**config.mk**
```make
export PLATFORM = sky130hd
export DESIGN_NAME = mem_arbiter
export DESIGN_NICKNAME = d
export VERILOG_FILES = /design/src/rtl/mem_arbiter.sv
export SDC_FILE = /design/constraint.sdc
export NUM_CORES = 1
export LEC_CHECK = 0
export CAP_MARGIN = 20
export CORE_ASPECT_RATIO = 0.75
export CORE_MARGIN = 2
export CORE_UTILIZATION = 25
export CTS_CLUSTER_DIAMETER = 50
export DETAILED_ROUTE_END_ITERATION = 8
export PLACE_DENSITY = 0.48
export SLEW_MARGIN = 20
export SYNTH_ARGS = -nofsm -noshare
export SYNTH_HDL_FRONTEND = slang
export SYNTH_SLANG_ARGS = --single-unit
```
**constraint.sdc**
```tcl
create_clock -name clk -period 8.59 [get_ports clk]
set_clock_uncertainty 0.05 [all_clocks]
set_input_delay 0.859 -clock clk [delete_from_list [all_inputs] [get_ports clk]]
set_output_delay 0.859 -clock clk [all_outputs]
set_load 0.005 [all_outputs]
```
**src/rtl/mem_arbiter.sv**
```systemverilog
// ---------------------------------------------------------------------------
// mem_arbiter
//
// Shares one single-ported memory between an instruction-fetch requester (I)
// and a data load/store requester (D). Requests are only looked at while the
// arbiter is idle; once a side is granted its address/store data are latched
// and the memory command is driven until mem_ready or until the timeout
// counter expires. Completion is reported with a one-cycle valid pulse on the
// granted side (plus err on timeout). Conflicts alternate between I and D.
//
// Parameters
//   ADDR_W   word address width
//   DATA_W   memory data width (must be >= 32)
//   TIMEOUT  number of busy cycles waited for mem_ready before giving up
//
// Ports
//   clk, rst                 clock, asynchronous active-high reset
//   i_req, i_addr            instruction fetch request (held until i_valid)
//   i_rdata, i_valid         fetched word (low 32 bits of memory), done pulse
//   d_req, d_wen, d_addr,    data request: store when d_wen=1, else load
//   d_wdata
//   d_rdata, d_valid         load data, done pulse
//   err                      accompanies a valid pulse when the access timed out
//   busy                     high whenever the arbiter is not idle
//   mem_read, mem_write,     memory command, address and store data
//   mem_addr, mem_wdata
//   mem_rdata, mem_ready     memory read data and completion strobe
// ---------------------------------------------------------------------------
module mem_arbiter #(
  parameter int ADDR_W  = 30,
  parameter int DATA_W  = 64,
  parameter int TIMEOUT = 255
) (
  input  logic              clk,
  input  logic              rst,
  input  logic              i_req,
  input  logic [ADDR_W-1:0] i_addr,
  output logic [31:0]       i_rdata,
  output logic              i_valid,
  input  logic              d_req,
  input  logic              d_wen,
  input  logic [ADDR_W-1:0] d_addr,
  input  logic [DATA_W-1:0] d_wdata,
  output logic [DATA_W-1:0] d_rdata,
  output logic              d_valid,
  output logic              err,
  output logic              busy,
  output logic              mem_read,
  output logic              mem_write,
  output logic [ADDR_W-1:0] mem_addr,
  output logic [DATA_W-1:0] mem_wdata,
  input  logic [DATA_W-1:0] mem_rdata,
  input  logic              mem_ready
);

  // A timeout of zero makes no sense; treat it as one busy cycle.
  localparam int TMO_EFF = (TIMEOUT < 1) ? 1 : TIMEOUT;
  // The counter only has to reach TMO_EFF-1 (the last busy cycle).
  localparam int CNT_W = (TMO_EFF < 2) ? 1 : $clog2(TMO_EFF);
  localparam logic [CNT_W-1:0] CNT_LAST = CNT_W'(TMO_EFF - 1);

  localparam logic [1:0] IDLE   = 2'd0;
  localparam logic [1:0] D_BUSY = 2'd1;
  localparam logic [1:0] I_BUSY = 2'd2;
  localparam logic [1:0] RESP   = 2'd3;

  localparam logic GNT_I = 1'b0;
  localparam logic GNT_D = 1'b1;

  logic [1:0]        state_r;
  logic [1:0]        state_nxt_s;
  logic              last_grant_r;   // side granted most recently
  logic              gnt_d_r;        // side owning the current access
  logic              wen_r;          // current access is a store
  logic [CNT_W-1:0]  cnt_r;          // busy cycles spent so far, minus one

  logic              take_d_s;
  logic              take_i_s;
  logic              done_s;
  logic              tmo_s;

  logic [31:0]       i_rdata_r;
  logic              i_valid_r;
  logic [DATA_W-1:0] d_rdata_r;
  logic              d_valid_r;
  logic              err_r;
  logic              busy_r;
  logic              mem_read_r;
  logic              mem_write_r;
  logic [ADDR_W-1:0] mem_addr_r;
  logic [DATA_W-1:0] mem_wdata_r;

  // Next-state decision: arbitration in IDLE, completion/timeout while busy.
  always_comb begin
    state_nxt_s = state_r;
    take_d_s    = 1'b0;
    take_i_s    = 1'b0;
    done_s      = 1'b0;
    tmo_s       = 1'b0;
    case (state_r)
      IDLE: begin
        if (d_req && i_req) begin
          // Conflict: the side that did not win last time gets the grant.
          if (last_grant_r == GNT_I) begin
            take_d_s    = 1'b1;
            state_nxt_s = D_BUSY;
          end else begin
            take_i_s    = 1'b1;
            state_nxt_s = I_BUSY;
          end
        end else if (d_req) begin
          take_d_s    = 1'b1;
          state_nxt_s = D_BUSY;
        end else if (i_req) begin
          take_i_s    = 1'b1;
          state_nxt_s = I_BUSY;
        end else begin
          state_nxt_s = IDLE;
        end
      end
      D_BUSY, I_BUSY: begin
        // A ready on the last allowed cycle still counts as a real completion.
        if (mem_ready) begin
          done_s      = 1'b1;
          state_nxt_s = RESP;
        end else if (cnt_r == CNT_LAST) begin
          tmo_s       = 1'b1;
          state_nxt_s = RESP;
        end else begin
          state_nxt_s = state_r;
        end
      end
      RESP: begin
        state_nxt_s = IDLE;
      end
      default: begin
        state_nxt_s = IDLE;
      end
    endcase
  end

  // State, grant bookkeeping and every registered output.
  always_ff @(posedge clk or posedge rst) begin
    if (rst) begin
      state_r      <= IDLE;
      last_grant_r <= GNT_I;
      gnt_d_r      <= GNT_I;
      wen_r        <= 1'b0;
      cnt_r        <= {CNT_W{1'b0}};
      i_rdata_r    <= 32'h0;
      i_valid_r    <= 1'b0;
      d_rdata_r    <= {DATA_W{1'b0}};
      d_valid_r    <= 1'b0;
      err_r        <= 1'b0;
      busy_r       <= 1'b0;
      mem_read_r   <= 1'b0;
      mem_write_r  <= 1'b0;
      mem_addr_r   <= {ADDR_W{1'b0}};
      mem_wdata_r  <= {DATA_W{1'b0}};
    end else begin
      state_r   <= state_nxt_s;
      busy_r    <= (state_nxt_s != IDLE);
      // Valid/err are only ever high for the single RESP cycle.
      i_valid_r <= (done_s | tmo_s) & (gnt_d_r == GNT_I);
      d_valid_r <= (done_s | tmo_s) & (gnt_d_r == GNT_D);
      err_r     <= tmo_s;

      if (take_d_s | take_i_s) begin
        // Latch everything needed now; requester inputs are ignored afterwards.
        gnt_d_r      <= take_d_s;
        last_grant_r <= take_d_s;
        wen_r        <= take_d_s & d_wen;
        cnt_r        <= {CNT_W{1'b0}};
        mem_addr_r   <= take_d_s ? d_addr : i_addr;
        mem_read_r   <= take_i_s | (take_d_s & ~d_wen);
        mem_write_r  <= take_d_s & d_wen;
        if (take_d_s) begin
          mem_wdata_r <= d_wdata;
        end
      end else if (done_s | tmo_s) begin
        mem_read_r  <= 1'b0;
        mem_write_r <= 1'b0;
        if (tmo_s) begin
          // Nothing trustworthy came back: hand the requester zeros.
          if (gnt_d_r == GNT_D) begin
            d_rdata_r <= {DATA_W{1'b0}};
          end else begin
            i_rdata_r <= 32'h0;
          end
        end else if (gnt_d_r == GNT_D) begin
          // A store leaves the previous load data in place.
          if (!wen_r) begin
            d_rdata_r <= mem_rdata;
          end
        end else begin
          i_rdata_r <= mem_rdata[31:0];
        end
      end else if (state_r == D_BUSY || state_r == I_BUSY) begin
        cnt_r <= cnt_r + CNT_W'(1'b1);
      end
    end
  end

  assign i_rdata   = i_rdata_r;
  assign i_valid   = i_valid_r;
  assign d_rdata   = d_rdata_r;
  assign d_valid   = d_valid_r;
  assign err       = err_r;
  assign busy      = busy_r;
  assign mem_read  = mem_read_r;
  assign mem_write = mem_write_r;
  assign mem_addr  = mem_addr_r;
  assign mem_wdata = mem_wdata_r;

endmodule

```
Word-level counts from Yosys, hierarchy flattened
Index checks and enable logic that the tools add are counted.
{"block": "classes", "add_sub_neg": 1, "eq_ne": 6, "n_mux": 35, "n_bitwise": 10, "n_reduce_logical": 11}
{"cell": "64-bit 2-to-1 mux", "count": 4}
{"cell": "32-bit 2-to-1 mux", "count": 3}
{"cell": "30-bit 2-to-1 mux", "count": 1}
{"cell": "8-bit 2-to-1 mux", "count": 3}
{"cell": "1-bit 2-to-1 mux", "count": 17}
{"cell": "2-bit 2-to-1 mux", "count": 6}
{"cell": "8-bit by 1-bit adder with 8-bit output, second input constant", "count": 1}
{"cell": "8-bit equality test, second input constant", "count": 1}
{"cell": "2-bit one-hot mux with 3 select lines", "count": 1}
{"cell": "2-bit nonzero test", "count": 3}
{"cell": "1-bit bitwise AND", "count": 4}
{"cell": "2-bit equality test, second input constant", "count": 2}
{"cell": "2-bit by 1-bit inequality test with 1-bit output, second input constant", "count": 2}
{"cell": "2-bit AND reduction", "count": 2}
{"cell": "4-bit AND reduction", "count": 1}
{"cell": "1-bit NOT", "count": 3}
{"cell": "1-bit OR", "count": 3}
{"cell": "3-bit AND reduction", "count": 1}
{"cell": "2-bit by 1-bit equality test with 1-bit output, second input constant", "count": 1}
{"cell": "2-bit zero test", "count": 1}
{"cell": "2-bit OR reduction", "count": 1}
{"cell": "1-bit logical AND", "count": 1}
{"cell": "1-bit logical OR", "count": 1}
{"block": "totals", "reg_bits": 208, "in_bits": 194, "out_inout_bits": 196, "word_cells": 77}

Depth between registers and ports, before layout
{"block": "logic_depth", "word_depth": 7, "ltp_mapped": 9, "mapped_depth_nobuf": 7}

Worst setup path after synthesis
Ideal clock, no wire load.
{"block": "synth_path", "path_kind": "input port to flip-flop", "start": "in i_req", "end": "reg i_rdata_r[0], in the netlist i_rdata[0]", "setup_time_ns": 0.125, "t_arrival_ns": 2.078, "t_required_ns": 8.415, "slack_ns": 6.338, "cell_stages": 5, "n_path_buf": 1, "cell_sequence": "o21ai_1 -> nand2_1 -> nor3_4 -> buf_6 -> mux2_2"}
{"block": "synth_via", "elab_chain_cells": 7, "elab_cells_between_ends": 10, "cone_classes": "6 x mux; 2 x bitwise; 2 x reduce/logical"}
{"item": "from (decl)", "line": "36", "source": "input logic i_req,"}
{"item": "1-bit 2-to-1 mux", "line": "114", "source": "end else if (i_req) begin"}
{"item": "1-bit 2-to-1 mux", "line": "111", "source": "end else if (d_req) begin"}
{"item": "1-bit 2-to-1 mux", "line": "102", "source": "if (d_req && i_req) begin"}
{"item": "1-bit 2-to-1 mux", "line": "100", "source": "case (state_r)"}
{"item": "1-bit OR (*)", "line": "168", "source": "if (take_d_s | take_i_s) begin"}
{"item": "1-bit NOT (no source line) (*)"}
{"item": "3-bit AND reduction (no source line) (*)"}
{"item": "to (signal assigned)", "line": "196", "source": "i_rdata_r <= mem_rdata[31:0];"}
{"item": "to (decl)", "line": "82", "source": "logic [31:0] i_rdata_r;"}
Mark *: on every way between the ends. The rest lies on a longest branch, timed or not.
A chain may end at the register's enable or synchronous reset.

Final worst setup path
{"block": "layout_path", "start": "in d_req", "end": "reg d_rdata_r[29], in the netlist d_rdata[29]"}
{"block": "layout_via", "elab_chain_cells": 6, "elab_cells_between_ends": 10, "cone_classes": "6 x mux; 2 x bitwise; 2 x reduce/logical"}
{"item": "from (decl)", "line": "40", "source": "input logic d_req,"}
{"item": "1-bit 2-to-1 mux / 1-bit logical AND (equally long branches)", "line": "111, 102"}
{"item": "1-bit 2-to-1 mux", "line": "102"}
{"item": "1-bit 2-to-1 mux", "line": "100"}
{"item": "1-bit OR (*)", "line": "168"}
{"item": "1-bit NOT (no source line) (*)"}
{"item": "4-bit AND reduction (no source line) (*)"}
{"item": "to (signal assigned)", "line": "152", "source": "d_rdata_r <= {DATA_W{1'b0}};"}
{"item": "to (signal assigned)", "line": "186", "source": "d_rdata_r <= {DATA_W{1'b0}};"}
{"item": "to (signal assigned)", "line": "193", "source": "d_rdata_r <= mem_rdata;"}
{"item": "to (decl)", "line": "84", "source": "logic [DATA_W-1:0] d_rdata_r;"}
Marks and branches as above.

==> out/summary.txt <==
vias per std cell: 4.19
Comb power frac: 41.8%
root buf cell: clkbuf_16
Worst Path Buf+Inv: 2
top cells by area, synth: dfrtp_1, nand2_1, mux2_4
1st-iter DRT viols: 393
#FFs+latches synth: 208
cell taking the most area after synthesis: dfrtp_1
Slew headroom: 36.5%
drt pass-1 iters: 4
H-tree lvl count: 1
worst path cell trace: clkdlybuf4s50_1, o21ai_1, nand3_1, a21oi_4, buf_4, mux2_2
IO Port Bufs: 389
final period utilization: 39.9%
Post-Place Worst Slack: 4.56 ns
cell-internal power: 3450 uW
die area: 36800 sq um
CTS buffer count: 29
# Post-CTS Setup Buffers: 0
count of different cell masters after synthesis: 44
post-route antenna net violation count: 0
NetSw: 1530 uW
Die X-Extent: 221 um
TritonCTS Sinks: 208
Finish-stage setup viols: 0
fmax: 291 MHz
critical path type: in -> reg
cts hold-fix bufs: 0
Post-synth ARST share: 100%
WL per Instance: 16.6 um
Post-CTS Resized: 0
Post-route DRC: 0
Fillers: 3435
initial antenna violation count: 1
fin. max-slew vios: 0
RSZ-0062 raised after global routing: false
Worst setup SP type: input port
Switching Share: 30.8%
minimum clock period: 3.43 ns
Clock transition at path regs: 0.06 ns
cell area power density: 354 nW/um^2
vias in the first global route: 7335
Worst Path Arrival: 3.80 ns
Largest stage delay, worst path: 0.81 ns
clk buf depth: 3
Ys Warns: 0
area grow syn2layout: 59.4%
final hold vios: 0
# nets final: 1410
slowest CP cell: buf_4
gpl congestion: 0.750
Synth top area share: 59.0%
Avg Inst Size Synth: 10.6 sq um
Clk network pwr share: 23.9%
TNS Setup: 0 ns
worst skew pair latency: 0.53 ns
DRT Wirelength: 28100 um
first-pass GRT wire length: 43300 um
Min-Delay Path Class: reg -> reg
MaxCap Viol Count: 0
status: completed
Post-synth EDFFs: 0
Worst-Margin Slew: 0.953 ns
Flop pwr share: 34.4%
worst path required time: 8.96 ns
family with the most delay on the worst path: buffers and inverters
initial core utilization: 25.4%
Post-synth top cells: nand2_1, dfrtp_1, nor2_1, inv_1, mux2_2
GRT overflow: 0
IO Pins: 390
synthesized cell area: 8820 sq um
Lkg Pwr: 0.00631 uW
sequential fraction of the synthesis area: 59.0%
critical path endpoint category: flop
Syn Inst Count: 830
synthesized netlist net count: 1028
top_reg_cell synth: dfrtp_1
CTS tree: yes
routed vias: 7084
Peak VDD IR: 169 uV
Rows: 59
largest net degree at the start of global routing: 81
Detail Placement HPWL: 19500 um
Multi-input gate area: 3190 sq um
die height: 167 um
share of cells above drive strength 1: 10.4%
Core Area: 34700 sq um
Tot GR Track Use: 14.8%
FF+latch area: 5200 sq um
CP max FO: 51
slack of the critical path: 5.16 ns
most common cell in the netlist: nand2_1
area by class of cell:
class                           instances  share of cell area (%)
Clock inverter                         11                   0.935
Sequential cell                       208                    37.1
Inverter                               38                    1.07
Antenna cell                            1                  0.0178
Clock buffer                           39                    5.86
Multi-Input combinational cell        538                    22.7
Timing Repair Buffer                  397                    28.3
Tap cell                              457                    4.07
per-stage QoR:
step                util (%)  total power, uW  instance area [sq um]  hold WS [ns]  instances
floorplan                  -             2590                   8820         0.407        830
global placement        37.6             3820                  13100         0.407       1637
detailed placement      37.7             3840                  13100         0.411       1638
CTS                     40.5             5070                  14000         0.424       1688
global route            40.5             5340                  14000         0.448       1689
finish                  40.5             4980                  14000         0.419       1689
tightest hold or removal path, delay by kind of cell, from the launching register on:
kind             cells  cell delay [ns]
AND/OR/NAND/NOR      2             0.11
flip-flops           1             0.33
cells in the final DEF (no fill, tap or decap), types with 6 or more instances in the layout:
cell type,n
clkbuf_16,29
a31oi_1,30
buf_4,6
nand2_1,293
dfrtp_1,208
mux2_4,28
and2_1,32
clkbuf_8,6
clkdlybuf4s50_1,389
nor2_1,40
inv_1,37
mux2_2,36
mux2i_1,34
routing by layer:
metal | vias to the layer above | GRT usage (%) | wire [um]
li1 | 3442 | - | -
met1 | 3358 | 20.0 | 12900
met2 | 251 | 21.8 | 11900
met3 | 33 | 6.56 | 2810
met4 | 0 | 3.18 | 504
met5 | - | 0 | 0
worst paths after layout:
kind | start | end | slack [ns] | cells past startpoint
min in group asynchronous | rst | mem_wdata[42] | 0.76 | 2
max in group asynchronous | rst | mem_wdata[2] | 6.56 | 3
worst min-delay path | mem_wdata[45] | mem_wdata[45] | 0.42 | 2
worst min register to register | mem_wdata[45] | mem_wdata[45] | 0.42 | 2
worst max register to register | cnt_r[0] | d_rdata[29] | 5.36 | 7
worst max-delay path | d_req | d_rdata[29] | 5.16 | 6
power groups by stage:
stage | combinational, uW | clock (uW) | sequential [uW]
finish | 2080 | 1190 | 1710
floorplan | 849 | 0 | 1740
global route | 2280 | 1280 | 1780
CTS | 2120 | 1230 | 1720
global placement | 2110 | 0 | 1720
detailed placement | 2120 | 0 | 1720
cell families (layout without fill, tap and decap cells):
group / Yosys count / count (layout) / synth area share, %
flip-flops: 208 / 208 / 59.0
AO/OA/AOI/OAI: 48 / 48 / 3.66
AND/OR/NAND/NOR: 383 / 383 / 18.0
adder cells (fa/ha/maj): 4 / 4 / 0.568
XOR/XNOR: 5 / 5 / 0.497
buffers and inverters: 84 / 485 / 5.02
multiplexers: 98 / 98 / 13.2
other: 0 / 1 / 0
registers in the layout (all words and copies together) (netlist names):
signal / count
gnt_d_r: 1
mem_read: 1
cnt_r: 8
i_valid: 1
i_rdata: 32
err: 1
wen_r: 1
d_rdata: 64
mem_addr: 30
d_valid: 1
mem_wdata: 64
mem_write: 1
state_r: 2
busy: 1
No activity file was read; power rests on OpenSTA's default activity.
